`src/rtl/wb_dest_pipe.sv`:
```
// Writeback-destination pipeline: tracks register writers through STAGES
// registers and derives per-operand stall requests and forwarding selects.
module wb_dest_pipe #(
    parameter int ADDR_W = 5,
    parameter int STAGES = 3,
    parameter int TNEW_W = 2,
    parameter int NSRC   = 2,
    parameter int SEL_W  = $clog2(STAGES + 1)
) (
    input  logic                     clk,
    input  logic                     reset,
    input  logic                     d_we,
    input  logic                     d_nop,
    input  logic [ADDR_W-1:0]        d_dst,
    input  logic [TNEW_W-1:0]        d_tnew,
    input  logic                     stall,
    input  logic                     flush,
    input  logic [NSRC*ADDR_W-1:0]   src_addr,
    input  logic [NSRC*TNEW_W-1:0]   src_tuse,
    output logic                     hz_stall,
    output logic [NSRC*SEL_W-1:0]    fwd_sel,
    output logic [STAGES-1:0]        stg_we,
    output logic [STAGES*ADDR_W-1:0] stg_dst
);

    // Index 0 holds stage 1 (E); index STAGES-1 is the oldest entry.
    logic              we_q   [STAGES];
    logic [ADDR_W-1:0] dst_q  [STAGES];
    logic [TNEW_W-1:0] tnew_q [STAGES];

    logic eff_we;

    assign eff_we = d_we & ~d_nop & (d_dst != '0);

    always_ff @(posedge clk) begin
        if (reset) begin
            for (int unsigned k = 0; k < STAGES; k++) begin
                we_q[k]   <= 1'b0;
                dst_q[k]  <= '0;
                tnew_q[k] <= '0;
            end
        end else begin
            if (stall | flush) begin
                we_q[0]   <= 1'b0;
                dst_q[0]  <= '0;
                tnew_q[0] <= '0;
            end else begin
                we_q[0]   <= eff_we;
                dst_q[0]  <= d_dst;
                tnew_q[0] <= d_tnew;
            end
            // Older stages shift unconditionally; countdown saturates at zero.
            for (int unsigned k = 1; k < STAGES; k++) begin
                we_q[k]   <= we_q[k-1];
                dst_q[k]  <= dst_q[k-1];
                tnew_q[k] <= (tnew_q[k-1] == '0) ? '0 : tnew_q[k-1] - 1'b1;
            end
        end
    end

    always_comb begin
        stg_we  = '0;
        stg_dst = '0;
        for (int unsigned k = 0; k < STAGES; k++) begin
            stg_we[k]                 = we_q[k];
            stg_dst[k*ADDR_W +: ADDR_W] = dst_q[k];
        end
    end

    logic              found;
    logic [ADDR_W-1:0] cur_src;
    logic [TNEW_W-1:0] cur_tuse;

    // Only the youngest matching writer counts, even when an older one is ready.
    always_comb begin
        hz_stall = 1'b0;
        fwd_sel  = '0;
        found    = 1'b0;
        cur_src  = '0;
        cur_tuse = '0;
        for (int unsigned i = 0; i < NSRC; i++) begin
            found    = 1'b0;
            cur_src  = src_addr[i*ADDR_W +: ADDR_W];
            cur_tuse = src_tuse[i*TNEW_W +: TNEW_W];
            for (int unsigned k = 0; k < STAGES; k++) begin
                if (!found && we_q[k] && (dst_q[k] == cur_src) && (cur_src != '0)) begin
                    found = 1'b1;
                    if (tnew_q[k] > cur_tuse)
                        hz_stall = 1'b1;
                    if (tnew_q[k] == '0)
                        fwd_sel[i*SEL_W +: SEL_W] = SEL_W'(k + 1);
                end
            end
        end
    end

endmodule

```
`config.mk`:
```
export PLATFORM = sky130hd
export DESIGN_NAME = wb_dest_pipe
export DESIGN_NICKNAME = d
export VERILOG_FILES = /design/src/rtl/wb_dest_pipe.sv
export SDC_FILE = /design/constraint.sdc
export NUM_CORES = 1
export LEC_CHECK = 0
export BUFFER_PORTS_ARGS = -buffer_cell sky130_fd_sc_hd__buf_2
export CORE_UTILIZATION = 52
export DETAILED_ROUTE_END_ITERATION = 7
export GPL_ROUTABILITY_DRIVEN = 0
export PLACE_DENSITY = 0.8
export SKIP_LAST_GASP = 1
export SYNTH_ARGS = -nofsm -noshare
export SYNTH_HDL_FRONTEND = slang
export SYNTH_SLANG_ARGS = --single-unit
```
`constraint.sdc`:
```
create_clock -name clk -period 1.9 [get_ports clk]
set_clock_uncertainty 0.2 [all_clocks]
set_input_delay 0.095 -clock clk [delete_from_list [all_inputs] [get_ports clk]]
set_output_delay 0.095 -clock clk [all_outputs]
set_load 0.01 [all_outputs]
```
==> results.txt <==
----------------------------------------------------
[Clock tree]
  CTS Buffer Depth ... 2
  Total CTS buffers ... 3
  Clock latency reported for the late side of the worst-skew pair ... ~0.32 ns
  CTS tree ... yes
  CTS clock-pin slew for the worst setup and hold paths ... roughly 0.12 ns
  Count of H-tree levels built during CTS ... 1
  Root cell of the clock tree ... sky130_fd_sc_hd__clkbuf_4
  Clock sinks ... 24

[Drt]
  Met2 Routed Length ... approximately 2200 um
  Vias ... approximately 1600
  Met3 wire len ... 206 um
  Highest signal layer in the routed design ... met4
  Wirelength, routed ... about 4400 um
  Number of detailed-routing iterations run before antenna repair ... 4
  Antenna-violating nets left ... 0
  Detailed-route wire length per cell ... between 10 and 15 um
  DRC marker count from the first detailed-route iteration ... between 100 and 150
  DRC violation count after routing ... 0
  Met1 routed wirelength after detailed routing ... about 1800 um
  Via-per-instance ratio ... between 4 and 5

[Worst setup path]
  Largest fanout on the critical path ... 4
  R2r setup slk ... 0.55 ns
  Crit path arrival time ... between 2 and 2.5 ns
  Worst path required time ... 1.60 ns
  Critical Path Sink Type ... output port
  Critical path startpoint category ... register
  Number of cell instances on the worst register-to-register path ... 4
  R2R Path Start ... tnew_q[0][1]
  Capturing point of the worst reg2reg path ... tnew_q[0][3]
  Kind of critical path ... register to output port

[Finish]
  Antenna Diode Count ... 0
  Final net count ... about 310
  Share of layout cells above drive strength 1 ... between 30% and 40%
  Final cell count without fillers ... around 320
  Final design instance area without fill ... between 2000 and 2500 um2
  Fill cell count ... between 200 and 250
  Area growth from synthesis to layout ... 42.8%

[Timing]
  Setup repair after global routing missed its margin ... yes
  Final Hold Violating Endpoints ... 0
  Minimum clock period after layout ... ~2.3 ns
  Timing-limited maximum frequency ... approximately 430 MHz
  Measured slew at the worst slew-check pin ... roughly 0.62 ns
  Final setup fails ... 5
  Worst-case hold slack ... roughly 0.019 ns
  Final cycle utilization of the critical path ... 122%
  Final max-slew violation count ... 0
  Sum of negative setup slack ... -1.73 ns
  Relative slew slack ... 58.2%
  Final setup margin ... -0.414 ns

[Synthesis]
  Yosys Warn Count ... 0
  Number of synthesized register bits ... 24
  Cell variety after synth ... 33
  Syn_area_per_cell ... around 11 um2
  Cell Area, Synth ... 1710 um2
  Yosys top cell by area ... sky130_fd_sc_hd__edfxtp_1
  Top cells by area, synth ... sky130_fd_sc_hd__edfxtp_1 (42%), sky130_fd_sc_hd__ha_1 (10%), sky130_fd_sc_hd__xnor2_1 (8.2%), sky130_fd_sc_hd__xor2_1 (7.2%), sky130_fd_sc_hd__nor2b_1 (5.5%)
  Synth top area share ... a little over two fifths
  Cells after synthesis ... 162
  Sequential share of the synthesized area ... between 40 and 50%

[Pwr]
  Cell-internal power ... just under 0.9 mW
  Share of power burned in registers ... a little over half
  Power density normalized to cell area ... roughly 500 nW/um2
  Leakage ... approximately 1.1 nW
  Proportion of power drawn by combinational gates ... 29.1%
  Power share of the clock group ... roughly 18%
  Switching pwr ... between 0.3 and 0.4 mW
  IR Drop Worst-Case VDD ... roughly 410 uV
  Share of total power consumed by net switching ... a little under 30%

[Floorplanning]
  Die width ... slightly below 60 um
  Placeable Area ... between 3000 and 4000 um2
  Die Y-Extent ... around 59 um
  Top-level I/O count ... 50
  Std-Cell Rows ... 20
  Die Area ... ~3500 um2
  Initial Util ... a little under three fifths

[Global routing]
  Residual overflow from global routing ... 0
  Number of antenna violations at the first check in global routing ... 0
  Vias in the first global route ... 1498
  Global-route wire length before repair ... approximately 6600 um
  Total routing resource utilization after global routing ... between 20% and 30%
  Pin count of the biggest net entering global routing ... 18

[Place]
  Worst setup slack before clock tree synthesis ... -0.0499 ns
  Placed Instances ... 295
  Final HPWL from detailed placement ... roughly 3200 um
  Count of buffers from port buffering ... around 50
  Post-place instance area ... around 2200 um2

[Status]
  Result of the run ... complete, but fails checks
  Violated checks ... negative setup slack

[Min path]
  Hold-critical path endpoint ... dst_q[0][6]
  Hold Path Origin ... reset
  Hold path cells ... 2
  Worst hold path class ... input port to register

[Run]
  Count of maximum capacitance violations ... 0

----------------------------------------------------
metal layers:
layer	track usage, %	up-vias
met3	1.97	13
met1	33.5	722
met4	13.3	0
met5	0	-
met2	45.7	61
li1	-	776
placed cells by master (no fill, tap or decap), drive strengths merged, types with 2 or more instances in the layout:
| cell type | netlist | routed |
|---|---|---|
| and2 | 9 | 9 |
| nor4 | 5 | 5 |
| inv | 11 | 11 |
| nor2b | 15 | 15 |
| mux2i | 2 | 2 |
| a211oi | 2 | 2 |
| a21oi | 6 | 6 |
| o21ai | 3 | 3 |
| xor2 | 14 | 14 |
| nand2 | 6 | 6 |
| conb | 1 | 24 |
| nor3 | 8 | 8 |
| ha | 14 | 14 |
| nor2 | 5 | 5 |
| nand3 | 4 | 4 |
| nand3b | 2 | 2 |
| clkbuf | 2 | 3 |
| nand4 | 3 | 3 |
| buf | 0 | 76 |
| xnor2 | 16 | 16 |
| dlygate4sd3 | 0 | 9 |
| edfxtp | 24 | 24 |
cells in the mapped netlist:
| cell | instances |
|---|---|
| sky130_fd_sc_hd__edfxtp_1 | 24 |
| sky130_fd_sc_hd__xnor2_1 | 16 |
| sky130_fd_sc_hd__nor2b_1 | 15 |
| sky130_fd_sc_hd__ha_1 | 14 |
| sky130_fd_sc_hd__xor2_1 | 14 |
| sky130_fd_sc_hd__inv_1 | 11 |
| sky130_fd_sc_hd__and2_1 | 9 |
| sky130_fd_sc_hd__nor3_1 | 8 |
| sky130_fd_sc_hd__a21oi_1 | 6 |
| sky130_fd_sc_hd__nand2_1 | 6 |
| sky130_fd_sc_hd__nor2_1 | 5 |
| sky130_fd_sc_hd__nand3_1 | 4 |
| sky130_fd_sc_hd__nor4_1 | 4 |
| sky130_fd_sc_hd__nand4_1 | 3 |
| sky130_fd_sc_hd__clkbuf_1 | 2 |
| sky130_fd_sc_hd__mux2i_1 | 2 |
| sky130_fd_sc_hd__nand3b_1 | 2 |
| sky130_fd_sc_hd__o21ai_0 | 2 |
| sky130_fd_sc_hd__a211oi_1 | 1 |
| sky130_fd_sc_hd__a211oi_2 | 1 |
| sky130_fd_sc_hd__a22oi_1 | 1 |
| sky130_fd_sc_hd__a2bb2oi_1 | 1 |
| sky130_fd_sc_hd__a31oi_1 | 1 |
| sky130_fd_sc_hd__a32oi_1 | 1 |
| sky130_fd_sc_hd__conb_1 | 1 |
| sky130_fd_sc_hd__nand4b_1 | 1 |
| sky130_fd_sc_hd__nor4_2 | 1 |
| sky130_fd_sc_hd__o2111a_1 | 1 |
| sky130_fd_sc_hd__o211a_4 | 1 |
| sky130_fd_sc_hd__o211ai_1 | 1 |
| sky130_fd_sc_hd__o21ai_1 | 1 |
| sky130_fd_sc_hd__o31ai_1 | 1 |
| sky130_fd_sc_hd__or4_4 | 1 |
registers in the layout (all words and copies together), names as in the netlist:
name and cells:
dst_q 15, tnew_q 6, we_q 3
worst max path at each step:
stage                       startpoint         end  slack (ns)  cells past startpoint
after floorplan            dst_q[0][2]  fwd_sel[2]        0.06                      4
after global placement     dst_q[0][2]    hz_stall       -0.02                      6
after detailed placement   dst_q[0][2]    hz_stall       -0.05                      6
after CTS                 dst_q[0][11]  fwd_sel[3]       -0.34                      6
after global routing       dst_q[0][4]    hz_stall       -0.50                      6
final                      dst_q[0][4]    hz_stall       -0.41                      6
worst max-delay path, stage by stage (launching register included):
cell	delay, ns
sky130_fd_sc_hd__edfxtp_1	0.45
sky130_fd_sc_hd__xor2_1	0.21
sky130_fd_sc_hd__nor4_2	0.42
sky130_fd_sc_hd__nand3_2	0.20
sky130_fd_sc_hd__mux2i_1	0.19
sky130_fd_sc_hd__nand4b_1	0.09
sky130_fd_sc_hd__buf_2	0.14
kinds of logic after synthesis:
group | count (synthesis) | share of synthesized area [%]
and+or+nand+nor | 59 | 20.0
xor gates and xnor gates | 30 | 15.3
DFF | 24 | 42.0
AOI/OAI and AO/OA | 19 | 8.18
adders and majority gates | 14 | 10.2
buffers and inverters | 13 | 2.85
muxes | 2 | 1.17
other | 1 | 0.219
layout make-up:
type	count	area (um2)	share of cell area [%]
Clock buffer	3	22.5	0.920
Inverter	11	41.3	1.69
Multi-Input combinational cell	148	1070	43.7
Sequential cell	24	721	29.4
Tap cell	44	55.1	2.25
Timing Repair Buffer	85	538	22.0
power by group through the flow:
stage / clock network [mW] / logic (mW) / registers (mW)
finish: 0.218 / 0.357 / 0.652
global route: 0.249 / 0.394 / 0.656
CTS: 0.228 / 0.335 / 0.651
detailed placement: 0 / 0.306 / 0.665
global placement: 0 / 0.298 / 0.664
floorplan: 0 / 0.160 / 0.672
through the flow:
| step | util [%] | power [mW] |
|---|---|---|
| final | 79.6 | 1.23 |
| after global routing | 79.6 | 1.30 |
| after CTS | 78.2 | 1.21 |
| after detailed placement | 72.6 | 0.971 |
| after global placement | 72.6 | 0.962 |
| after floorplan | - | 0.831 |
what timing repair did:
| action | CTS | global route |
|---|---|---|
| setup buffers | 5 | 3 |
| pin swaps | 3 | 9 |
| endpoints found under the setup margin | 5 | 5 |
| resized for setup | 3 | 3 |
| hold buffers | 9 | 0 |
| hold endpoints to repair | 8 | 0 |
(Power assumes the default switching activity.)
